### src/rtl/bus_reg_responder_pkg.sv
// ----------------------------------------------------------------------------
// proc_pkg
// Shared definitions for the bus register responder slice:
//   - data / register-index widths and register count
//   - width of the write-commit counter
//   - reset value for the register bank
//   - handshake FSM state encoding (IDLE=00, CAPTURE=01, COMMIT=10)
// ----------------------------------------------------------------------------
package proc_pkg;

    localparam int DATA_W   = 8;
    localparam int NUM_REGS = 4;
    localparam int ADDR_W   = $clog2(NUM_REGS);
    localparam int CNT_W    = 8;

    localparam logic [7:0] REG_RST_VAL = 8'h00;

    typedef enum logic [1:0] {
        IDLE    = 2'b00,
        CAPTURE = 2'b01,
        COMMIT  = 2'b10
    } state_e;

endpackage : proc_pkg

### src/rtl/bus_reg_responder_if.sv
// ----------------------------------------------------------------------------
// bus_reg_responder_if
// Groups the datapath write bus, the ALU read ports and the commit status of
// the bus register responder.
//   master : datapath / ALU side (drives bus_data, bus_valid, in_toggle,
//            out_toggle_a/b; observes bus_ready, rd_data_a/b, commit_pulse,
//            last_addr, wr_count)
//   slave  : the responder itself (the reverse directions)
// ----------------------------------------------------------------------------
interface bus_reg_responder_if #(
    parameter int DATA_W = proc_pkg::DATA_W,
    parameter int ADDR_W = proc_pkg::ADDR_W,
    parameter int CNT_W  = proc_pkg::CNT_W
);

    // Write bus
    logic [DATA_W-1:0] bus_data;
    logic              bus_valid;
    logic              bus_ready;
    logic [ADDR_W-1:0] in_toggle;

    // Read ports
    logic [ADDR_W-1:0] out_toggle_a;
    logic [ADDR_W-1:0] out_toggle_b;
    logic [DATA_W-1:0] rd_data_a;
    logic [DATA_W-1:0] rd_data_b;

    // Commit status
    logic              commit_pulse;
    logic [ADDR_W-1:0] last_addr;
    logic [CNT_W-1:0]  wr_count;

    modport master (
        output bus_data, bus_valid, in_toggle, out_toggle_a, out_toggle_b,
        input  bus_ready, rd_data_a, rd_data_b, commit_pulse, last_addr, wr_count
    );

    modport slave (
        input  bus_data, bus_valid, in_toggle, out_toggle_a, out_toggle_b,
        output bus_ready, rd_data_a, rd_data_b, commit_pulse, last_addr, wr_count
    );

endinterface : bus_reg_responder_if

### src/rtl/bus_reg_responder_bank.sv
// ----------------------------------------------------------------------------
// reg_bank4
// NUM_REGS x DATA_W register storage with one synchronous write port and two
// combinational read ports. Reads return the stored value only: a read of the
// entry being written shows the old contents until after the write edge.
//   clk, rst          : clock, synchronous active-high reset (clears storage)
//   we, waddr, wdata  : write enable, write index, write data
//   raddr_a, rdata_a  : read port A
//   raddr_b, rdata_b  : read port B
// ----------------------------------------------------------------------------
module reg_bank4 #(
    parameter int DATA_W   = proc_pkg::DATA_W,
    parameter int NUM_REGS = proc_pkg::NUM_REGS,
    parameter int ADDR_W   = $clog2(NUM_REGS)
) (
    input  logic              clk,
    input  logic              rst,
    input  logic              we,
    input  logic [ADDR_W-1:0] waddr,
    input  logic [DATA_W-1:0] wdata,
    input  logic [ADDR_W-1:0] raddr_a,
    output logic [DATA_W-1:0] rdata_a,
    input  logic [ADDR_W-1:0] raddr_b,
    output logic [DATA_W-1:0] rdata_b
);

    import proc_pkg::*;

    logic [DATA_W-1:0] mem_q [NUM_REGS];
    logic [DATA_W-1:0] mem_d [NUM_REGS];

    // NOTE: every variable written here gets its full default first, so no
    // path leaves it unassigned and no latch is inferred.
    always_comb begin
        mem_d = mem_q;
        if (we) begin
            mem_d[waddr] = wdata;
        end
    end

    // NOTE: the register contents must read 0x00 after reset, so this array is
    // reset like ordinary flops instead of being left as an unreset RAM.
    always_ff @(posedge clk) begin
        if (rst) begin
            for (int i = 0; i < NUM_REGS; i++) begin
                // NOTE: state updates use <= so every flop samples pre-edge
                // values regardless of statement order.
                mem_q[i] <= DATA_W'(REG_RST_VAL);
            end
        end else begin
            mem_q <= mem_d;
        end
    end

    assign rdata_a = mem_q[raddr_a];
    assign rdata_b = mem_q[raddr_b];

endmodule : reg_bank4

### src/rtl/bus_reg_responder.sv
// ----------------------------------------------------------------------------
// bus_reg_responder
// Receiving end of the processor data bus. A byte accepted in IDLE is held for
// one CAPTURE cycle and written into the register bank at the end of COMMIT,
// so writes become visible two edges after acceptance and the bus accepts at
// most one byte every three cycles.
//   clk          : system clock, rising edge
//   rst          : synchronous, active-high reset (aborts any transfer)
//   bus (slave)  : bus_data/bus_valid/bus_ready/in_toggle write handshake,
//                  out_toggle_a/b -> rd_data_a/b read ports,
//                  commit_pulse, last_addr, wr_count commit status
// ----------------------------------------------------------------------------
module bus_reg_responder #(
    parameter int DATA_W   = proc_pkg::DATA_W,
    parameter int NUM_REGS = proc_pkg::NUM_REGS,
    parameter int CNT_W    = proc_pkg::CNT_W
) (
    input  logic                 clk,
    input  logic                 rst,
    bus_reg_responder_if.slave   bus
);

    import proc_pkg::*;

    localparam int AW = $clog2(NUM_REGS);

    state_e            state_q, state_d;
    logic [DATA_W-1:0] hold_data_q, hold_data_d;
    logic [AW-1:0]     hold_addr_q, hold_addr_d;
    logic              commit_pulse_q, commit_pulse_d;
    logic [AW-1:0]     last_addr_q, last_addr_d;
    logic [CNT_W-1:0]  wr_count_q, wr_count_d;

    logic              bank_we;
    logic [DATA_W-1:0] rd_a, rd_b;

    // ------------------------------------------------------------------
    // Handshake FSM next-state and status computation
    // ------------------------------------------------------------------
    always_comb begin
        state_d        = state_q;
        hold_data_d    = hold_data_q;
        hold_addr_d    = hold_addr_q;
        commit_pulse_d = 1'b0;
        last_addr_d    = last_addr_q;
        wr_count_d     = wr_count_q;

        unique case (state_q)
            IDLE: begin
                // bus_ready is high in IDLE, so bus_valid alone means a transfer.
                if (bus.bus_valid) begin
                    hold_data_d = bus.bus_data;
                    hold_addr_d = bus.in_toggle;
                    state_d     = CAPTURE;
                end
            end
            CAPTURE: begin
                // Incoming bus_valid/in_toggle are deliberately ignored here.
                state_d = COMMIT;
            end
            COMMIT: begin
                commit_pulse_d = 1'b1;
                last_addr_d    = hold_addr_q;
                wr_count_d     = wr_count_q + CNT_W'(1);  // wraps silently
                state_d        = IDLE;
            end
            default: begin
                state_d = IDLE;
            end
        endcase
    end

    // ------------------------------------------------------------------
    // FSM state, hold registers and registered status outputs
    // ------------------------------------------------------------------
    always_ff @(posedge clk) begin
        if (rst) begin
            state_q        <= IDLE;
            hold_data_q    <= '0;
            hold_addr_q    <= '0;
            commit_pulse_q <= 1'b0;
            last_addr_q    <= '0;
            wr_count_q     <= '0;
        end else begin
            state_q        <= state_d;
            hold_data_q    <= hold_data_d;
            hold_addr_q    <= hold_addr_d;
            commit_pulse_q <= commit_pulse_d;
            last_addr_q    <= last_addr_d;
            wr_count_q     <= wr_count_d;
        end
    end

    // The bank write shares the COMMIT edge with the status update; reset
    // has priority inside the bank, so a COMMIT cut short by rst never lands.
    assign bank_we = (state_q == COMMIT);

    reg_bank4 #(
        .DATA_W   (DATA_W),
        .NUM_REGS (NUM_REGS),
        .ADDR_W   (AW)
    ) u_bank (
        .clk     (clk),
        .rst     (rst),
        .we      (bank_we),
        .waddr   (hold_addr_q),
        .wdata   (hold_data_q),
        .raddr_a (bus.out_toggle_a),
        .rdata_a (rd_a),
        .raddr_b (bus.out_toggle_b),
        .rdata_b (rd_b)
    );

    // ------------------------------------------------------------------
    // Outputs
    // ------------------------------------------------------------------
    assign bus.bus_ready    = (state_q == IDLE);
    assign bus.rd_data_a    = rd_a;
    assign bus.rd_data_b    = rd_b;
    assign bus.commit_pulse = commit_pulse_q;
    assign bus.last_addr    = last_addr_q;
    assign bus.wr_count     = wr_count_q;

endmodule : bus_reg_responder

### src/flat_wrapper.sv
// flat-port wrapper written by rule: the top's interface ports become plain ports
module bus_reg_responder_flat import proc_pkg::*;
#(
    parameter int DATA_W   = proc_pkg::DATA_W,
    parameter int NUM_REGS = proc_pkg::NUM_REGS,
    parameter int CNT_W    = proc_pkg::CNT_W
)
  (clk, rst, bus_bus_data, bus_bus_valid, bus_in_toggle, bus_out_toggle_a, bus_out_toggle_b, bus_bus_ready, bus_rd_data_a, bus_rd_data_b, bus_commit_pulse, bus_last_addr, bus_wr_count);
  bus_reg_responder_if #(.DATA_W(DATA_W), .CNT_W(CNT_W)) bus_i ();
  input  logic clk;
  input  logic rst;
  input wire logic [$bits(bus_i.bus_data)-1:0] bus_bus_data;
  input wire logic [$bits(bus_i.bus_valid)-1:0] bus_bus_valid;
  input wire logic [$bits(bus_i.in_toggle)-1:0] bus_in_toggle;
  input wire logic [$bits(bus_i.out_toggle_a)-1:0] bus_out_toggle_a;
  input wire logic [$bits(bus_i.out_toggle_b)-1:0] bus_out_toggle_b;
  output wire logic [$bits(bus_i.bus_ready)-1:0] bus_bus_ready;
  output wire logic [$bits(bus_i.rd_data_a)-1:0] bus_rd_data_a;
  output wire logic [$bits(bus_i.rd_data_b)-1:0] bus_rd_data_b;
  output wire logic [$bits(bus_i.commit_pulse)-1:0] bus_commit_pulse;
  output wire logic [$bits(bus_i.last_addr)-1:0] bus_last_addr;
  output wire logic [$bits(bus_i.wr_count)-1:0] bus_wr_count;
  assign bus_i.bus_data = bus_bus_data;
  assign bus_i.bus_valid = bus_bus_valid;
  assign bus_i.in_toggle = bus_in_toggle;
  assign bus_i.out_toggle_a = bus_out_toggle_a;
  assign bus_i.out_toggle_b = bus_out_toggle_b;
  assign bus_bus_ready = bus_i.bus_ready;
  assign bus_rd_data_a = bus_i.rd_data_a;
  assign bus_rd_data_b = bus_i.rd_data_b;
  assign bus_commit_pulse = bus_i.commit_pulse;
  assign bus_last_addr = bus_i.last_addr;
  assign bus_wr_count = bus_i.wr_count;
  bus_reg_responder #(.DATA_W(DATA_W), .NUM_REGS(NUM_REGS), .CNT_W(CNT_W)) u_core (.clk(clk), .rst(rst), .bus(bus_i));
endmodule
### config.mk
export PLATFORM = sky130hd
export DESIGN_NAME = bus_reg_responder_flat
export DESIGN_NICKNAME = d
export VERILOG_FILES = /design/src/rtl/bus_reg_responder_pkg.sv /design/src/rtl/bus_reg_responder_if.sv /design/src/rtl/bus_reg_responder_bank.sv /design/src/rtl/bus_reg_responder.sv /design/src/flat_wrapper.sv
export SDC_FILE = /design/constraint.sdc
export NUM_CORES = 1
export LEC_CHECK = 0
export CORE_UTILIZATION = 56
export DETAILED_ROUTE_END_ITERATION = 7
export PLACE_DENSITY = 0.85
export RECOVER_POWER = 100
export SYNTH_ARGS = -nofsm -noshare
export SYNTH_HDL_FRONTEND = slang
export SYNTH_SLANG_ARGS = --single-unit
export TNS_END_PERCENT = 10
### constraint.sdc
create_clock -name clk -period 3.83 [get_ports clk]
set_input_delay 0.766 -clock clk [delete_from_list [all_inputs] [get_ports clk]]
set_output_delay 0.766 -clock clk [all_outputs]
set_load 0.01 [all_outputs]
==> flow_metrics.tcl <==
set metrics [dict create \
    maxCapViolations 1 \
    finalHoldViolations 0 \
    numCtsBuffers 5 \
    setup_violations 0 \
    async_flop_share_pct 0 \
    dieArea_sq_mm 0.00464 \
    drive_gt1_share_pct 11.7 \
    rr_worst_depth 3 \
    synth_nets 254 \
    grt_max_degree 56 \
    min_from "u_core.u_bank.mem_q[4]" \
    seqCellArea_sq_mm 0.00110 \
    ys_ff_latch 55 \
    relSlewSlack_pct -49.3 \
    synth_warnings 0 \
    synth_area_leader_cell "dfxtp_1" \
    antenna_left 0 \
    cp-start-kind "input pin" \
    wl_per_cell_um 16.5 \
    pin_count 45 \
    dp.cells 317 \
    r2r_end "u_core.u_bank.mem_q[22]" \
    cp.arrival_ns 2.73 \
    num_vias 1898 \
    syn_area_per_cell_sq_um 10.4 \
    fill_cells 285 \
    finalInstanceArea_sq_mm 0.00303 \
    grt_overflow 0 \
    final_nets 292 \
    cpMostUsedCell "dlygate4sd3_1" \
    rows 23 \
    critical_path_required_ns 3.06 \
    path_clk_slew_ns 0.09 \
    synth_cells 236 \
    cts-resized-gates 0 \
    routabilityCongestion 0.762 \
    slowest_delay_ns 0.69 \
    r2r-start "u_core.state_q[1]" \
    holdBufCountCts 0 \
    h-tree-depth 2 \
    placed_area_sq_mm 0.00293 \
    clockRootBuffer "clkbuf_8" \
    hp-class "flop to flop" \
    initialDrtViolationCount 90 \
    synth.cell_area_sq_mm 0.00245 \
    fmaxAchievable_mhz 286 \
    synth_top_cells_by_count "55 x dfxtp_1, 33 x nand2_1, 33 x nor2_1" \
    end_kind "output port" \
    maxSlewViolCount 56 \
    multi_input_area_sq_mm 0.00127 \
    post_cts_buffers 0 \
    synth.distinct_cells 30 \
    drt_wl_total_um 5340 \
    cts_max_path_buffers 2 \
    fin_cells 324 \
    critPathKind "input pin to output port" \
    via_per_inst 5.86 \
    yosysMostFrequentCell "dfxtp_1" \
    status "finished, violations left" \
    synth_top_area_share_pct 45.0 \
    regToRegSetupSlack_ns 1.85 \
    finalCritPeriodShare_pct 91.2 \
    fin_skew_ns 0.00967 \
    clk_latency_ns 0.30 \
    synth_edf_count 0 \
    core_sq_mm 0.00409 \
    drt_first_pass_iters 4 \
    dieHeight_um 68.1 \
    min_delay_worst_endpoint "u_core.u_bank.mem_q[4]" \
    tightest_slew_ns 2.24 \
    tns_ns 0 \
    diodes 0 \
    area_growth_pct 23.6 \
    port_buffers 44 \
    synth-seq-area-share_pct 45.0 \
    track_usage_pct 24.9 \
    period_minus_slack_ns 3.49 \
    grt_first_pass_wirelength_um 8240 \
    cts_tree "built" \
    p_total_w 0.00106 \
    crit_fanout 5 \
    vdd_ir_drop_max_uv 305 \
    grt_pass1_vias 1721 \
    slowest_stage "dlygate4sd3_1" \
    p_leak_nw 1.14 \
    die_w_um 68.1 \
    violations "capacitance limit, slew limit" \
    synthTopCellsByArea "dfxtp_1 45%, mux4_2 15%, mux2i_1 12%" \
    path_cells "dlygate4sd3_1, clkbuf_1, mux4_2, dlygate4sd3_1" \
    cts_sinks 55 \
    hpwl_um 3560 \
    initial_utilization_pct 59.9 \
    whs_path_depth 2 \
    rsz0062_at_grt "false" \
    synth_ff_type "dfxtp_1" \
    antenna_found_initial 0 \
    route.detailed.drc 0 \
    power-per-cell-area_mw_per_mm2 349 \
]
state kept, by name, summed over array words and instances, names as in the netlist:
signal                   count
u_core.u_bank.mem_q         32
u_core.bus.wr_count          8
u_core.hold_data_q           8
u_core.bus.last_addr         2
u_core.hold_addr_q           2
u_core.state_q               2
u_core.bus.commit_pulse      1
through the flow:
step	hold slack, ns	setup slack, ns	utilization [%]
CTS	0.477	0.573	74.2
detailed placement	0.458	0.587	71.7
finish	0.471	0.337	74.0
global placement	0.453	0.615	71.7
floorplan	0.443	1.44	-
global route	0.493	0.288	74.0
routing by layer:
| metal | wire length [um] | share of wire (%) | global-route usage (%) | up-vias |
|---|---|---|---|---|
| li1 | - | - | - | 902 |
| met1 | 2280 | 43 | 32.3 | 938 |
| met2 | 2740 | 51 | 41.8 | 54 |
| met4 | 42 | 0.79 | 7.55 | 0 |
| met5 | 0 | 0 | 0 | - |
| met3 | 276 | 5.2 | 5.00 | 4 |
worst max-delay path: cells and delay by family:
family | cells | cell delay, ns
multiplexers | 1 | 0.36
buffers and inverters | 3 | 1.61
layout make-up:
cell class | instances | area share [%]
multi-input combinational | 160 | 42.0
sequential | 55 | 36.4
timing repair buffer | 51 | 16.0
clock buffer | 6 | 2.40
tap | 50 | 2.07
clock inverter | 1 | 0.993
inverter | 1 | 0.124
cell usage in the layout, fill, tap and decap left out:
| cell type | Yosys | final |
|---|---|---|
| clkbuf_1 | 10 | 3 |
| or4b_1 | 1 | 1 |
| nand3b_1 | 1 | 1 |
| mux2i_1 | 29 | 29 |
| xor2_1 | 2 | 2 |
| nand2b_1 | 1 | 1 |
| nand4b_1 | 1 | 1 |
| mux4_2 | 16 | 16 |
| buf_4 | 1 | 5 |
| nand3_1 | 3 | 3 |
| nor2b_1 | 1 | 1 |
| dlygate4sd3_1 | 0 | 26 |
| nand2_1 | 33 | 33 |
| nor2_1 | 33 | 33 |
| o31ai_1 | 2 | 2 |
| inv_1 | 1 | 1 |
| nor4b_4 | 1 | 1 |
| o21ai_0 | 3 | 3 |
| a21oi_1 | 21 | 21 |
| nor3b_2 | 1 | 1 |
| or4_1 | 2 | 2 |
| nand4b_4 | 1 | 1 |
| nor4bb_2 | 0 | 1 |
| clkdlybuf4s50_1 | 0 | 18 |
| nor3b_1 | 1 | 1 |
| clkbuf_8 | 0 | 5 |
| bufinv_16 | 0 | 1 |
| dfxtp_1 | 55 | 55 |
| and4b_1 | 1 | 1 |
| ha_1 | 1 | 1 |
| nor4bb_4 | 0 | 1 |
| or3_1 | 3 | 3 |
where the power goes:
| part | switching [W] | total, W | internal (W) |
|---|---|---|---|
| clock network | 0.000180 | 0.000372 | 0.000192 |
| registers | 0.0000184 | 0.000600 | 0.000582 |
| logic | 0.0000382 | 0.0000831 | 0.0000449 |
kinds of logic (layout without fill, tap and decap cells):
kind of cell	Yosys count	count (layout)	share of synthesized area, %
AO/OA/AOI/OAI	26	26	5.52
XOR/XNOR	2	2	0.716
adder cells (fa/ha/maj)	1	1	0.511
buffers and inverters	21	59	4.04
flip-flops	55	55	45.0
multiplexers	45	45	26.6
AND/OR/NAND/NOR	86	86	17.7
worst max-delay path by stage:
| stage | slack, ns | startpoint | end |
|---|---|---|---|
| floorplan | 1.44 | bus_out_toggle_a[1] | bus_rd_data_a[7] |
| global placement | 0.62 | bus_out_toggle_b[0] | bus_rd_data_b[6] |
| detailed placement | 0.59 | bus_out_toggle_b[0] | bus_rd_data_b[3] |
| CTS | 0.57 | bus_out_toggle_b[0] | bus_rd_data_b[6] |
| global route | 0.29 | bus_out_toggle_a[1] | bus_rd_data_a[6] |
| finish | 0.34 | bus_out_toggle_a[1] | bus_rd_data_a[6] |
Note: power is estimated with default switching activity, not from simulation.
